$ cat config.mk
export PLATFORM = sky130hd
export DESIGN_NAME = cart_freeze_ctrl_flat
export DESIGN_NICKNAME = d
export VERILOG_FILES = /design/src/rtl/cart_freeze_ctrl_if.sv /design/src/rtl/cart_freeze_ctrl.sv /design/src/flat_wrapper.sv
export SDC_FILE = /design/constraint.sdc
export NUM_CORES = 1
export LEC_CHECK = 0
export ABC_AREA = 1
export BUFFER_PORTS_ARGS = -buffer_cell sky130_fd_sc_hd__buf_2
export CAP_MARGIN = 20
export CORE_ASPECT_RATIO = 1.2
export CORE_MARGIN = 4
export CORE_UTILIZATION = 50
export CTS_CLUSTER_DIAMETER = 100
export DETAILED_ROUTE_END_ITERATION = 12
export PLACE_DENSITY = 0.67
export REMOVE_ABC_BUFFERS = 1
export SLEW_MARGIN = 40
export SYNTH_ARGS = -nofsm -noshare
export SYNTH_HDL_FRONTEND = slang
export SYNTH_SLANG_ARGS = --single-unit
$ cat constraint.sdc
create_clock -name clk -period 2.06 [get_ports clk]
set_input_delay 0.103 -clock clk [delete_from_list [all_inputs] [get_ports clk]]
set_output_delay 0.103 -clock clk [all_outputs]
set_load 0.02 [all_outputs]
$ cat src/rtl/cart_freeze_ctrl_if.sv
// Request/status bundle between the input/OSD logic, the cart and the freeze sequencer.
// The sequencer takes the slave side; whoever drives requests takes the master side.
interface cart_freeze_ctrl_if;
    logic       enable;
    logic       btn_freeze;
    logic       osd_freeze;
    logic       kbd_freeze;
    logic       cart_int7;
    logic       err_clr;
    logic       freeze;
    logic       busy;
    logic [1:0] grant_src;
    logic       timeout_err;
    logic       drop_err;

    modport slave (
        input  enable, btn_freeze, osd_freeze, kbd_freeze, cart_int7, err_clr,
        output freeze, busy, grant_src, timeout_err, drop_err
    );

    modport master (
        output enable, btn_freeze, osd_freeze, kbd_freeze, cart_int7, err_clr,
        input  freeze, busy, grant_src, timeout_err, drop_err
    );
endinterface

$ cat src/rtl/cart_freeze_ctrl.sv
// Freeze (level-7 NMI) entry sequencer for the HRTmon cart: arbitrates OSD, hotkey and
// debounced button requests, pulses freeze, waits for the int7 handshake, then holds off.
module cart_freeze_ctrl #(
    parameter logic [15:0] DEB_TICKS     = 16'd7000,
    parameter logic [3:0]  PULSE_TICKS   = 4'd2,
    parameter logic [23:0] TIMEOUT_TICKS = 24'd7000000,
    parameter logic [19:0] HOLDOFF_TICKS = 20'd70000
) (
    input logic               clk,
    input logic               _rst,
    input logic               clk7_en,
    input logic               cpu_rst,
    cart_freeze_ctrl_if.slave bus
);

    localparam logic [1:0] ST_IDLE     = 2'd0;
    localparam logic [1:0] ST_ASSERT   = 2'd1;
    localparam logic [1:0] ST_WAIT_ACK = 2'd2;
    localparam logic [1:0] ST_HOLDOFF  = 2'd3;

    localparam logic [15:0] DEB_LAST     = DEB_TICKS - 16'd1;
    localparam logic [23:0] PULSE_LAST   = {20'd0, PULSE_TICKS} - 24'd1;
    localparam logic [23:0] TIMEOUT_LAST = TIMEOUT_TICKS - 24'd1;
    localparam logic [23:0] HOLDOFF_LAST = {4'd0, HOLDOFF_TICKS} - 24'd1;

    // Button synchroniser, advanced only on clk7_en ticks
    logic [1:0] sync_reg;

    genvar gi;
    generate
        for (gi = 0; gi < 2; gi++) begin : g_sync
            logic stage_in;
            if (gi == 0) begin : g_first
                assign stage_in = bus.btn_freeze;
            end else begin : g_next
                assign stage_in = sync_reg[gi-1];
            end

            always_ff @(posedge clk or negedge _rst) begin
                if (!_rst) begin
                    sync_reg[gi] <= 1'b0;
                end else if (clk7_en) begin
                    sync_reg[gi] <= stage_in;
                end
            end
        end
    endgenerate

    logic [15:0] deb_cnt_reg, deb_cnt_next;
    logic        deb_level_reg, deb_level_next;
    logic        btn_req_reg, btn_req_next;

    // Counter restarts whenever the synced input agrees with the debounced level
    always_comb begin
        deb_cnt_next   = deb_cnt_reg;
        deb_level_next = deb_level_reg;
        btn_req_next   = btn_req_reg;
        if (clk7_en) begin
            if (sync_reg[1] == deb_level_reg) begin
                deb_cnt_next = 16'd0;
            end else if (deb_cnt_reg >= DEB_LAST) begin
                deb_level_next = sync_reg[1];
                deb_cnt_next   = 16'd0;
            end else begin
                deb_cnt_next = deb_cnt_reg + 16'd1;
            end
            btn_req_next = deb_level_next & ~deb_level_reg;
        end
    end

    always_ff @(posedge clk or negedge _rst) begin
        if (!_rst) begin
            deb_cnt_reg   <= 16'd0;
            deb_level_reg <= 1'b0;
            btn_req_reg   <= 1'b0;
        end else begin
            deb_cnt_reg   <= deb_cnt_next;
            deb_level_reg <= deb_level_next;
            btn_req_reg   <= btn_req_next;
        end
    end

    logic [2:0]  req;
    logic [1:0]  state_reg, state_next;
    logic [23:0] cnt_reg, cnt_next, cnt_inc;
    logic        seen_hi_reg, seen_hi_next;
    logic        freeze_reg, freeze_next;
    logic [1:0]  grant_src_reg, grant_src_next;
    logic        timeout_err_reg, timeout_err_next;
    logic        drop_err_reg, drop_err_next;
    logic        timeout_set, drop_set;

    assign req     = {bus.osd_freeze, bus.kbd_freeze, btn_req_reg};
    assign cnt_inc = (cnt_reg == 24'hFF_FFFF) ? cnt_reg : cnt_reg + 24'd1;

    always_comb begin
        state_next     = state_reg;
        cnt_next       = cnt_reg;
        seen_hi_next   = seen_hi_reg;
        freeze_next    = freeze_reg;
        grant_src_next = grant_src_reg;
        timeout_set    = 1'b0;
        drop_set       = 1'b0;
        if (clk7_en) begin
            drop_set = (state_reg != ST_IDLE) && (|req);
            if (cpu_rst) begin
                state_next   = ST_IDLE;
                freeze_next  = 1'b0;
                cnt_next     = 24'd0;
                seen_hi_next = 1'b0;
            end else begin
                case (state_reg)
                    ST_IDLE: begin
                        if (bus.enable && (|req)) begin
                            grant_src_next = req[2] ? 2'd1 : (req[1] ? 2'd2 : 2'd3);
                            freeze_next    = 1'b1;
                            cnt_next       = 24'd0;
                            state_next     = ST_ASSERT;
                        end
                    end
                    ST_ASSERT: begin
                        if (cnt_reg >= PULSE_LAST) begin
                            freeze_next  = 1'b0;
                            cnt_next     = 24'd0;
                            seen_hi_next = 1'b0;
                            state_next   = ST_WAIT_ACK;
                        end else begin
                            cnt_next = cnt_inc;
                        end
                    end
                    ST_WAIT_ACK: begin
                        // Ack is tested first so it beats a coincident timeout
                        if (seen_hi_reg && !bus.cart_int7) begin
                            cnt_next   = 24'd0;
                            state_next = ST_HOLDOFF;
                        end else if (cnt_reg >= TIMEOUT_LAST) begin
                            cnt_next    = 24'd0;
                            timeout_set = 1'b1;
                            state_next  = ST_HOLDOFF;
                        end else begin
                            cnt_next = cnt_inc;
                            if (bus.cart_int7) begin
                                seen_hi_next = 1'b1;
                            end
                        end
                    end
                    default: begin
                        if (cnt_reg >= HOLDOFF_LAST) begin
                            cnt_next   = 24'd0;
                            state_next = ST_IDLE;
                        end else begin
                            cnt_next = cnt_inc;
                        end
                    end
                endcase
            end
        end
    end

    // Sticky flags: a set on the same tick as err_clr survives
    always_comb begin
        timeout_err_next = timeout_err_reg;
        drop_err_next    = drop_err_reg;
        if (clk7_en) begin
            timeout_err_next = timeout_set | (timeout_err_reg & ~bus.err_clr);
            drop_err_next    = drop_set | (drop_err_reg & ~bus.err_clr);
        end
    end

    always_ff @(posedge clk or negedge _rst) begin
        if (!_rst) begin
            state_reg       <= ST_IDLE;
            cnt_reg         <= 24'd0;
            seen_hi_reg     <= 1'b0;
            freeze_reg      <= 1'b0;
            grant_src_reg   <= 2'd0;
            timeout_err_reg <= 1'b0;
            drop_err_reg    <= 1'b0;
        end else begin
            state_reg       <= state_next;
            cnt_reg         <= cnt_next;
            seen_hi_reg     <= seen_hi_next;
            freeze_reg      <= freeze_next;
            grant_src_reg   <= grant_src_next;
            timeout_err_reg <= timeout_err_next;
            drop_err_reg    <= drop_err_next;
        end
    end

    assign bus.freeze      = freeze_reg;
    assign bus.busy        = (state_reg != ST_IDLE);
    assign bus.grant_src   = grant_src_reg;
    assign bus.timeout_err = timeout_err_reg;
    assign bus.drop_err    = drop_err_reg;

endmodule
$ cat src/flat_wrapper.sv
// flat-port wrapper written by rule: the top's interface ports become plain ports
module cart_freeze_ctrl_flat 
#(
    parameter logic [15:0] DEB_TICKS     = 16'd7000,
    parameter logic [3:0]  PULSE_TICKS   = 4'd2,
    parameter logic [23:0] TIMEOUT_TICKS = 24'd7000000,
    parameter logic [19:0] HOLDOFF_TICKS = 20'd70000
)
  (clk, _rst, clk7_en, cpu_rst, bus_enable, bus_btn_freeze, bus_osd_freeze, bus_kbd_freeze, bus_cart_int7, bus_err_clr, bus_freeze, bus_busy, bus_grant_src, bus_timeout_err, bus_drop_err);
  cart_freeze_ctrl_if bus_i ();
  input logic clk;
  input logic _rst;
  input logic clk7_en;
  input logic cpu_rst;
  input wire logic [$bits(bus_i.enable)-1:0] bus_enable;
  input wire logic [$bits(bus_i.btn_freeze)-1:0] bus_btn_freeze;
  input wire logic [$bits(bus_i.osd_freeze)-1:0] bus_osd_freeze;
  input wire logic [$bits(bus_i.kbd_freeze)-1:0] bus_kbd_freeze;
  input wire logic [$bits(bus_i.cart_int7)-1:0] bus_cart_int7;
  input wire logic [$bits(bus_i.err_clr)-1:0] bus_err_clr;
  output wire logic [$bits(bus_i.freeze)-1:0] bus_freeze;
  output wire logic [$bits(bus_i.busy)-1:0] bus_busy;
  output wire logic [$bits(bus_i.grant_src)-1:0] bus_grant_src;
  output wire logic [$bits(bus_i.timeout_err)-1:0] bus_timeout_err;
  output wire logic [$bits(bus_i.drop_err)-1:0] bus_drop_err;
  assign bus_i.enable = bus_enable;
  assign bus_i.btn_freeze = bus_btn_freeze;
  assign bus_i.osd_freeze = bus_osd_freeze;
  assign bus_i.kbd_freeze = bus_kbd_freeze;
  assign bus_i.cart_int7 = bus_cart_int7;
  assign bus_i.err_clr = bus_err_clr;
  assign bus_freeze = bus_i.freeze;
  assign bus_busy = bus_i.busy;
  assign bus_grant_src = bus_i.grant_src;
  assign bus_timeout_err = bus_i.timeout_err;
  assign bus_drop_err = bus_i.drop_err;
  cart_freeze_ctrl #(.DEB_TICKS(DEB_TICKS), .PULSE_TICKS(PULSE_TICKS), .TIMEOUT_TICKS(TIMEOUT_TICKS), .HOLDOFF_TICKS(HOLDOFF_TICKS)) u_core (.clk(clk), ._rst(_rst), .clk7_en(clk7_en), .cpu_rst(cpu_rst), .bus(bus_i));
endmodule
## Word-level counts from Yosys, hierarchy flattened

Index checks and enable logic that the tools add are counted.

| operators by class | value |
|---|---|
| add/sub/neg operators | 2 |
| magnitude comparators | 4 |
| equality and inequality tests | 10 |
| mux-type cells | 37 |
| bitwise operators | 8 |
| reduce and logical (&&, ||, !) cells | 15 |

Operators by type and width:

| kind | number |
|---|---|
| $mux 24 | 7 |
| $pmux 24 s3 | 1 |
| $mux 16 | 2 |
| $add 24x1->24 const B | 1 |
| $eq 24x24->1 const B | 1 |
| $ge 24x1->1 const B | 1 |
| $ge 24x17->1 const B | 1 |
| $ge 24x23->1 const B | 1 |
| $mux 1 | 17 |
| $add 16x1->16 const B | 1 |
| $ge 16x13->1 const B | 1 |
| $mux 2 | 7 |
| $ne 3x3->1 const B | 3 |
| $reduce_and 4->1 | 2 |
| $ne 3x2->1 const B | 2 |
| $pmux 2 s3 | 1 |
| $reduce_and 6->1 | 1 |
| $reduce_bool 3->1 | 2 |
| $reduce_and 5->1 | 1 |
| $reduce_bool 5->1 | 1 |
| $ne 4x2->1 const B | 1 |
| $pmux 1 s2 | 2 |
| $and 1x1->1 | 3 |
| $logic_and 1x1->1 | 3 |
| 10 further kinds | 13 |

| storage, ports and cells | value |
|---|---|
| flip-flop bits (word level) | 52 |
| input port bits | 10 |
| word-level logic and storage cells | 88 |

## Depth between registers and ports, before layout

Gate-level depths: netlist of the first run.

| logic depth | value |
|---|---|
| word-level depth | 7 |
| gate-level depth with buffers | 12 |

## Worst setup path after synthesis of the first run

OpenSTA, ideal clock, no wires.

| timing path | value |
|---|---|
| kind | reg-to-reg |
| start | register u_core.cnt_reg[0] |
| end | register u_core.cnt_reg[3] |
| setup time | 117 ps |
| arrival time | 1562 ps |
| data required time | 1943 ps |
| setup slack | 381 ps |
| stages on the path, launching flop included | 12 |
| path through | dfrtp_1 ha_1 nand3_2 nor2_2 inv_2 nand2_2 nand3_2 nand3_2 nand2_4 buf_6 nand3_1 nand2_1 |

| on the way | value |
|---|---|
| longest elaborated chain between the ends | 6 |

RTL lines:

| item | line | source |
|---|---|---|
| from (decl) | cart_freeze_ctrl.sv:85 | `logic [23:0] cnt_reg, cnt_next, cnt_inc;` |
| from (signal assigned) | cart_freeze_ctrl.sv:181 | `cnt_reg <= cnt_next;` |
| $add 24x1->24 / $eq 24x24->1 (equally long branches) | cart_freeze_ctrl.sv:94 | `assign cnt_inc = (cnt_reg == 24'hFF_FFFF) ? cnt_reg : cnt_reg + 24'd1;` |
| $mux 24 | cart_freeze_ctrl.sv:94 |  |
| $mux 24 | cart_freeze_ctrl.sv:136 | `end else if (cnt_reg >= TIMEOUT_LAST) begin` |
| $mux 24 | cart_freeze_ctrl.sv:133 | `if (seen_hi_reg && !bus.cart_int7) begin` |
| $pmux 24 s3 * | cart_freeze_ctrl.sv:112 | `case (state_reg)` |
| $mux 24 * | cart_freeze_ctrl.sv:106 | `if (cpu_rst) begin` |

Mark *: on every way between the ends. The rest lies on a longest branch, timed or not.
A chain may end at the register's enable or synchronous reset.

## Final worst setup path of the first run

| timing path | value |
|---|---|
| start | register u_core.cnt_reg[0] |
| end | register u_core.cnt_reg[4] |

The elaborated chain is that of the path after synthesis.

==> metrics.txt, run 1 <==
status finished clean; htree depth 2; Clock Tree Buf Depth 2; max FFs per register 24; CTS tree yes; routability congestion estimate 0.922; GRT Total Usage 20.3%; Worst VDD drop 0.000695 V; vias in the first global route 3170; Final Power 2.63 mW; clock-pin slew on the worst setup and hold paths 0.10 ns; Clock Sink Count 52; Die X 85.7 um; worst path arrival time 2.14 ns; CP Cell Sequence ha_1 > nand3_2 > nand2_1 > nand2_1 > nand2_1 > nand3_1 > nand2_1 > a21oi_4 > buf_12 > nand3_1 > nand2_1; Mapped Cells 531; finished layout cell area 0.00388 mm^2; Clock Latency Late Sink 0.31 ns; post-synth top area cell dfrtp_1; slowest CP cell dfrtp_2; Cells on Worst Hold Path 4; Final HPWL DP 5990 um; row count 33; static leakage 2.03 nW; max cap viols 0; post-route insts no fill 636; worst hold slack 0.0626 ns; Post-Syn Area per Cell 6.82 um^2; synth unique cells 32; die area 0.00867 mm^2; # DRC 0; highest clock rate 0.530 GHz; mux share of post-synthesis cell area 0%; area grow syn2layout 7.22%; Crit path max-delay family simple AND/OR/NAND/NOR gates; measured slew at the worst slew-check pin 0.660 ns; ANT nets after route 0; iteration count of the initial detailed-routing pass 4; Synth Cell Area 0.00362 mm^2; Worst path most repeated cell nand2_1; final WL 8140 um; fin crit share 91.7%; nets 566; worst-path fanout max 23; #FFs+latches synth 52; WL per Instance 12.8 um; Seq/Total Area, Yosys 35.9%; CTS Buf Count 5; share of layout cells above drive strength 1 11.5%; combinational family with the most area after synthesis simple AND/OR/NAND/NOR gates; Synth Area in Simple Gates 41.9%; Relative slew margins 56.0%; r2r setup slk 0.17 ns; via count 3312; PwrDens 678 mW/mm^2; # diodes 0; clock skew 0.00453 ns; fin crit period 1.89 ns; Congestion Overflow GR 0; RSZ-0062 raised after global routing no; Worst Hold Class input port to register; dpl cells 625; Area contributors post-synth dfrtp_1 36%, nand2_1 18%, nand3_1 7.7%; Crit path required time 2.31 ns; XOR/XNOR Fraction of Synth Area 3.87%; PortBufs 15; FFs w/ async S/R, synth 100%; Post-synth top flop dfrtp_1; clk root buf clkbuf_8; critical path buffer and inverter count 1; delay of the slowest critical-path stage 0.47 ns; Worst setup EP type register; post-synth top area share 35.9%; Compound-Gate Fraction of Synth Area 6.01%; first-pass GRT wire length 14300 um; largest net degree at the start of global routing 53; EDFF count, synth 0; Startpoint Class register; DRT iter0 DRCs 195; Reg2Reg Depth 11; Vias/cell 5.21; chip height 101 um; CP Depth 11; Initial Util 52.2%; Setup Viol. Count Final 0; core area 0.00694 mm^2; Post-DP Area 0.00375 mm^2; Slew Viols, Final 0; setup tns final 0 ns; WS Path Type register to register; IO Pins 16; Final Hold Viols 0; yosys warns 0; Synth Area in Adders 2.76%; number of antenna violations at the first check in global routing 0
-- final timing paths --
check                                         startpoint                                  to
hold / removal                               bus_err_clr  u_core.bus.timeout_err$_DFFE_PN0P_
setup / recovery           u_core.cnt_reg[0]$_DFFE_PN0P_       u_core.cnt_reg[4]$_DFFE_PN0P_
max in group asynchronous                           _rst       u_core.cnt_reg[0]$_DFFE_PN0P_
setup reg to reg           u_core.cnt_reg[0]$_DFFE_PN0P_       u_core.cnt_reg[4]$_DFFE_PN0P_
min in group asynchronous                           _rst      u_core.cnt_reg[11]$_DFFE_PN0P_
hold reg to reg            u_core.bus.freeze$_DFFE_PN0P_       u_core.bus.freeze$_DFFE_PN0P_
-- cell families (layout without fill, tap and decap cells) --
| kind of cell | after synthesis | in the layout |
|---|---|---|
| and+or+nand+nor | 342 | 342 |
| buffers and inverters | 77 | 95 |
| DFF | 52 | 52 |
| AOI/OAI and AO/OA | 36 | 36 |
| xor gates and xnor gates | 16 | 16 |
| adders and majority gates | 8 | 8 |
-- final cells by class --
class | instances | area, um^2
Multi-Input combinational cell | 402 | 1980
Inverter | 64 | 240
Timing Repair Buffer | 23 | 153
Clock buffer | 6 | 82.6
Fill cell | 687 | 3050
Clock inverter | 2 | 17.5
Tap cell | 87 | 109
Sequential cell | 52 | 1300
-- report_power, final --
| group | switching, mW | internal, mW |
|---|---|---|
| Sequential | 0.0817 | 1.11 |
| Clock | 0.370 | 0.282 |
| Combinational | 0.544 | 0.243 |
| Total | 0.995 | 1.64 |
-- synth_stat cells, types with 6 or more instances --
cell	instances
dfrtp_1	52
ha_1	8
inv_1	61
nand2_1	178
nand2_2	7
nand3_1	56
nand3_2	7
nand4_1	6
nor2_1	66
nor2_2	6
nor3_1	7
o21ai_0	21
o22ai_1	6
xor2_1	13
-- cell usage in the layout (no fill, tap or decap), types with 2 or more instances in the layout --
cell and instances:
xor2_1 13, buf_4 5, nand2_4 3, buf_2 15, a21oi_1 3, inv_6 2, o22ai_1 6, clkbuf_8 6
nand3_1 56, nor2_1 65, a21oi_2 2, ha_1 8, nor3_1 7, xnor2_1 3, nand3b_1 2, nand2_1 178
dfrtp_1 51, nand3_2 7, nand2_2 7, nand4_1 6, nor2_4 2, dlygate4sd3_1 2, inv_1 61, o21ai_0 21
inv_2 3, nor2_2 7
-- worst register-to-register path: cells and delay by family, from the launching register on --
| family | cells | cell delay, ns |
|---|---|---|
| and+or+nand+nor | 8 | 0.76 |
| DFF | 1 | 0.47 |
| adders and majority gates | 1 | 0.27 |
| buffers and inverters | 1 | 0.18 |
| AOI/OAI and AO/OA | 1 | 0.16 |
-- routing by layer --
layer	wire, um	share of wire, %	vias to the layer above	global-route usage [%]
met5	0	0	-	0
met4	195	2.4	0	6.82
met1	3600	44	1545	25.1
met3	237	2.9	17	2.77
met2	4110	50	52	36.4
li1	-	-	1698	-
-- metrics by stage --
stage / utilization (%) / setup WS (ns)
6_report: 56.0 / 0.172
5_1_grt: 56.0 / 0.0134
4_1_cts: 55.8 / 0.0992
3_5_place_dp: 54.1 / 0.117
3_3_place_gp: 54.1 / 0.216
2_1_floorplan: - / 0.295
-- timing repair --
action	CTS	global route
hold buffers	2	0
gates resized for setup	0	2
hold endpoints to repair	53	0
setup buffers	0	1
endpoints found under the setup margin	0	34
(Power assumes the default switching activity.)
==> run 2, diff against run 1 <==
--- a/config.mk
+++ b/config.mk
@@ -5,7 +5,6 @@
 export SDC_FILE = /design/constraint.sdc
 export NUM_CORES = 1
 export LEC_CHECK = 0
-export ABC_AREA = 1
 export BUFFER_PORTS_ARGS = -buffer_cell sky130_fd_sc_hd__buf_2
 export CAP_MARGIN = 20
 export CORE_ASPECT_RATIO = 1.2
==> run 2 against run 1 <==
Compared with the run above:
- the flow now finishes with violations (negative setup slack)
- synthesized cell count fell by 32%
- worst setup slack got worse by 0.33 ns
- global-route usage up 3.7 points
- die area decreased by 11%
- area after synthesis is 12% lower
- sequential share of layout area shrank 4.0 points
- worst hold slack worse by 0.045 ns
- core utilization rose by 16 points
- clock power rose by 15%
- critical endpoint is now u_core.cnt_reg[15]$_DFFE_PN0P_
- largest cell class unchanged
- largest power group is now combinational cells
==> metrics.txt, run 2 <==
CP Cell Sequence or4_4 > nor4_4 > and4b_2 > a211o_4 > buf_4 > nand2_8 > o311ai_2; clock-pin slew on the worst setup and hold paths 0.10 ns; CTS tree yes; WS Path Type register to register; Startpoint Class register; nets 455; chip height 95.4 um; Crit path max-delay family simple AND/OR/NAND/NOR gates; Relative slew margins 63.4%; final WL 9100 um; clock skew 0.00562 ns; Slew Viols, Final 0; measured slew at the worst slew-check pin 0.547 ns; GRT Total Usage 24.0%; FFs w/ async S/R, synth 100%; # diodes 0; share of layout cells above drive strength 1 38.4%; Mapped Cells 360; Area contributors post-synth dfrtp_1 41%, nand2_1 4.2%, nand3_1 3.8%; iteration count of the initial detailed-routing pass 5; commonest non-fill, non-tap cell in the layout buf_4; Worst Hold Class input port to register; clk root buf clkbuf_8; Clock Tree Buf Depth 2; Seq/Total Area, Yosys 40.9%; core area 0.00613 mm^2; first-pass GRT wire length 14700 um; Die X 80.8 um; CTS Buf Count 5; PwrDens 765 mW/mm^2; slowest CP cell or4_4; critical path buffer and inverter count 1; number of antenna violations at the first check in global routing 0; largest net degree at the start of global routing 29; Setup WS pre-CTS -0.311 ns; Final HPWL DP 5820 um; Final WS setup -0.154 ns; routability congestion estimate 0.872; Worst VDD drop 0.000503 V; vias in the first global route 3174; area grow syn2layout 38.2%; Setup Viol. Count Final 31; synth unique cells 51; htree depth 2; delay of the slowest critical-path stage 0.55 ns; most common library cells after synthesis 52 x dfrtp_1, 36 x nand2_1, 24 x nand3_1, 20 x inv_1, 19 x nor2_1; fin crit period 2.21 ns; RSZ-0062 raised after global routing yes; Final Hold Viols 0; Clock Latency Late Sink 0.30 ns; Initial Util 51.9%; row count 31; max cap viols 0; die area 0.00771 mm^2; Crit path required time 2.27 ns; Post-Syn Area per Cell 8.84 um^2; Post-synth top flop dfrtp_1; fin crit share 107%; static leakage 1.89 nW; via count 3266; Congestion Overflow GR 0; #FFs+latches synth 52; WL per Instance 17.5 um; setup tns final -2.38 ns; # DRC 0; count leader, synth dfrtp_1; post-synth top area cell dfrtp_1; max FFs per register 24; PortBufs 15; Worst setup EP type register; DRT iter0 DRCs 130; worst path arrival time 2.42 ns; Vias/cell 6.28; post-synth top area share 40.9%; worst-path fanout max 6; yosys warns 0; status finished, violations left; ANT nets after route 0; Synth Cell Area 0.00318 mm^2; EDFF count, synth 0; most frequent cells in the layout 66 x buf_4, 52 x dfrtp_1, 33 x nand2_1; IO Pins 16; Clock Sink Count 52; highest clock rate 0.452 GHz; failing checks negative setup slack
run 2: cell types whose count changed after synthesis, moves of 9 or more:
cell      previous run  this run
nand3_1             56        24
clkbuf_1             4        17
xor2_1              13         1
nand2_1            178        36
a31oi_1              0        10
nor2_1              66        19
a41oi_1              0         9
inv_1               61        20
run 2: worst paths after layout:
path                                                  endpoint  depth (start not counted)                       startpoint  slack, ns
max                             u_core.cnt_reg[15]$_DFFE_PN0P_                          7    u_core.cnt_reg[7]$_DFFE_PN0P_      -0.15
max reg2reg                     u_core.cnt_reg[15]$_DFFE_PN0P_                          7    u_core.cnt_reg[7]$_DFFE_PN0P_      -0.15
min reg2reg                    u_core.bus.drop_err$_DFFE_PN0P_                          2  u_core.bus.drop_err$_DFFE_PN0P_       0.47
max in group asynchronous   u_core.deb_cnt_reg[14]$_DFFE_PN0P_                          3                             _rst       1.32
min in group asynchronous  u_core.bus.grant_src[0]$_DFFE_PN0P_                          2                             _rst       0.15
min                        u_core.bus.grant_src[1]$_DFFE_PN0P_                          2                   bus_osd_freeze       0.02
run 2: cells by family (layout without fill, tap and decap cells):
logic type / Yosys count / after routing / synth area share (%)
AND/OR/NAND/NOR: 149 / 150 / 24.8
adder cells (fa/ha/maj): 8 / 8 / 3.14
buffers and inverters: 42 / 119 / 5.54
multiplexers: 9 / 9 / 3.03
flip-flops: 52 / 52 / 40.9
XOR/XNOR: 2 / 2 / 0.550
AO/OA/AOI/OAI: 98 / 98 / 22.1
run 2: stage by stage:
stage | area (um^2) | power [mW] | hold slack, ns | instances | utilization [%]
2_1_floorplan | 3080 | 1.76 | -0.193 | 338 | -
3_3_place_gp | 3740 | 2.19 | -0.0529 | 497 | 61.0
3_5_place_dp | 3740 | 2.21 | -0.0545 | 497 | 61.0
4_1_cts | 4140 | 3.18 | 0.00815 | 515 | 67.6
5_1_grt | 4400 | 3.55 | 0.0105 | 520 | 71.8
6_report | 4400 | 3.37 | 0.0180 | 520 | 71.8
run 2: report_power, final:
part / switching (mW) / total [mW] / internal (mW)
Sequential: 0.0630 / 1.17 / 1.11
Combinational: 0.808 / 1.45 / 0.639
Clock: 0.352 / 0.750 / 0.398
Total: 1.22 / 3.37 / 2.14
run 2: timing repair:
| action | CTS | global route |
|---|---|---|
| setup buffers | 8 | 5 |
| hold buffers | 1 | 0 |
| gates resized for setup | 43 | 59 |
| hold endpoints to repair | 52 | 0 |
| gates cloned | 1 | 0 |
| setup endpoints to repair | 39 | 40 |
| pin swaps | 12 | 30 |
run 2: final cells by class:
type | count | area (um^2)
clock buffer | 6 | 82.6
clock inverter | 2 | 38.8
fill | 496 | 1730
inverter | 20 | 75.1
multi-input combinational | 267 | 2100
sequential | 52 | 1300
tap | 82 | 103
timing repair buffer | 91 | 694
run 2: layer usage:
layer,up-vias,part of all wire [%],GRT usage [%]
li1,1510,-,-
met1,1632,41,28.7
met2,106,53,44.0
met3,18,3.9,3.21
met4,0,1.5,7.61
met5,-,0,0
==> run 3, diff against run 2 <==
--- a/config.mk
+++ b/config.mk
@@ -5,14 +5,14 @@
 export SDC_FILE = /design/constraint.sdc
 export NUM_CORES = 1
 export LEC_CHECK = 0
-export BUFFER_PORTS_ARGS = -buffer_cell sky130_fd_sc_hd__buf_2
 export CAP_MARGIN = 20
 export CORE_ASPECT_RATIO = 1.2
 export CORE_MARGIN = 4
 export CORE_UTILIZATION = 50
 export CTS_CLUSTER_DIAMETER = 100
 export DETAILED_ROUTE_END_ITERATION = 12
-export PLACE_DENSITY = 0.67
+export DONT_BUFFER_PORTS = 1
+export GPL_TIMING_DRIVEN = 0
 export REMOVE_ABC_BUFFERS = 1
 export SLEW_MARGIN = 40
 export SYNTH_ARGS = -nofsm -noshare
==> run 3 against run 2 <==
Compared with the run above:
- the flow still finishes with violations (negative setup slack)
- cell area fell by 6.3%
- first-iteration DRC count grew 58%
- maximum frequency is 1.2% higher
- critical path type unchanged
- largest cell class unchanged
- largest power group is now sequential cells
==> metrics.txt, run 3 (synthesis gave the netlist of run 2 again) <==
fin crit share 106%; WL per Instance 19.9 um; Final Hold Viols 0; slowest CP cell dfrtp_2; Worst setup EP type register; ANT nets after route 0; Clock Sink Count 52; PortBufs 0; # diodes 0; Die X 80.8 um; worst path arrival time 2.42 ns; PwrDens 775 mW/mm^2; htree depth 2; Worst Hold Class input port to register; post-route insts no fill 477; Startpoint Class register; max cap viols 0; routability congestion estimate 0.774; Clock Tree Buf Depth 2; row count 31; RSZ-0062 raised after global routing yes; Initial Util 51.9%; vias in the first global route 3045; max FFs per register 24; WS Path Type register to register; chip height 95.4 um; Relative slew margins 54.5%; dpl cells 420; Filler cells 532; core area 0.00613 mm^2; Setup Viol. Count Final 27; Vias/cell 6.43; Slew Viols, Final 0; Clock Latency Late Sink 0.31 ns; area grow syn2layout 29.5%; GRT Total Usage 25.1%; highest clock rate 0.457 GHz; share of layout cells above drive strength 1 28.4%; delay of the slowest critical-path stage 0.49 ns; commonest non-fill, non-tap cell in the layout dfrtp_1; clock-pin slew on the worst setup and hold paths 0.10 ns; # DRC 0; most frequent cells in the layout 37 x dfrtp_1, 35 x nand2_1, 26 x buf_4; status finished, violations left; worst-path fanout max 8; largest net degree at the start of global routing 53; CTS tree yes; final WL 9470 um; CP Cell Sequence o311ai_2 > nand4_1 > a21o_1 > buf_6 > a21oi_4 > clkbuf_16 > nand3_1 > a21oi_1; Final HPWL DP 5030 um; iteration count of the initial detailed-routing pass 5; first-pass GRT wire length 15000 um; static leakage 1.68 nW; measured slew at the worst slew-check pin 0.681 ns; Setup WS pre-CTS -0.827 ns; fin util 67.3%; IO Pins 16; DRT iter0 DRCs 206; Final WS setup -0.127 ns; failing checks negative setup slack; Congestion Overflow GR 0; fin crit period 2.19 ns; die area 0.00771 mm^2; nets 412; via count 3069; CTS Buf Count 5; Crit path required time 2.29 ns; worst hold slack 0.0164 ns; number of antenna violations at the first check in global routing 0; Worst VDD drop 0.000493 V; clk root buf clkbuf_8; setup tns final -2.08 ns; clock skew 0.00767 ns
-- run 3: cell types whose count changed in the layout (fill, tap and decap cells not counted), sizes merged --
cell / previous run / this run
a21oi: 10 / 11
clkinvlp: 0 / 1
buf: 90 / 33
dlygate4sd3: 1 / 11
a211o: 2 / 4
-- run 3: critical path: cells and delay by family, from the launching register on --
kind / cells / cell delay [ns]
compound gates: 4 / 0.96
flops: 1 / 0.49
buf+inv: 2 / 0.33
simple gates: 2 / 0.32
-- run 3: final cells by class --
type,instances,area [um^2],share of cell area [%]
Clock buffer,5,68.8,1.67
Clock inverter,3,42.5,1.03
Inverter,20,75.1,1.82
Multi-Input combinational cell,270,2080,50.4
Sequential cell,52,1320,32.0
Tap cell,82,103,2.49
Timing Repair Buffer,45,434,10.5
-- run 3: metrics by stage --
stage	instance area (um^2)	power, mW
floorplan	3080	1.76
global placement	3180	1.94
detailed placement	3200	1.95
CTS	3900	3.10
global route	4120	3.36
finish	4120	3.19
-- run 3: final timing paths --
| kind | startpoint | to | slack, ns | cells past startpoint |
|---|---|---|---|---|
| min | clk7_en | u_core.deb_cnt_reg[6]$_DFFE_PN0P_ | 0.02 | 2 |
| max in group asynchronous | _rst | u_core.cnt_reg[19]$_DFFE_PN0P_ | 1.48 | 2 |
| min reg2reg | u_core.deb_cnt_reg[14]$_DFFE_PN0P_ | u_core.deb_cnt_reg[14]$_DFFE_PN0P_ | 0.51 | 1 |
| max | u_core.cnt_reg[10]$_DFFE_PN0P_ | u_core.cnt_reg[7]$_DFFE_PN0P_ | -0.13 | 8 |
| min in group asynchronous | _rst | u_core.cnt_reg[5]$_DFFE_PN0P_ | 0.33 | 2 |
| max reg2reg | u_core.cnt_reg[10]$_DFFE_PN0P_ | u_core.cnt_reg[7]$_DFFE_PN0P_ | -0.13 | 8 |
-- run 3: repair_timing --
action | CTS | global route
pin swaps | 30 | 8
resized for setup | 50 | 43
cloned | 4 | 1
endpoints found under the setup margin | 41 | 39
hold endpoints to repair | 71 | 1
hold buffers | 10 | 2
setup buffers | 29 | 3
-- run 3: layer usage --
layer	vias to the layer above	GRT usage, %	wire, um
met1	1481	30.2	3800
met4	0	11.4	440
met2	117	43.8	4750
li1	1431	-	-
met3	40	4.06	482
met5	-	0	0
-- run 3: power breakdown --
part           total (mW)  internal, mW  switching (mW)
clock               0.715         0.360           0.355
sequential           1.24          1.11           0.128
combinational        1.24         0.530           0.712
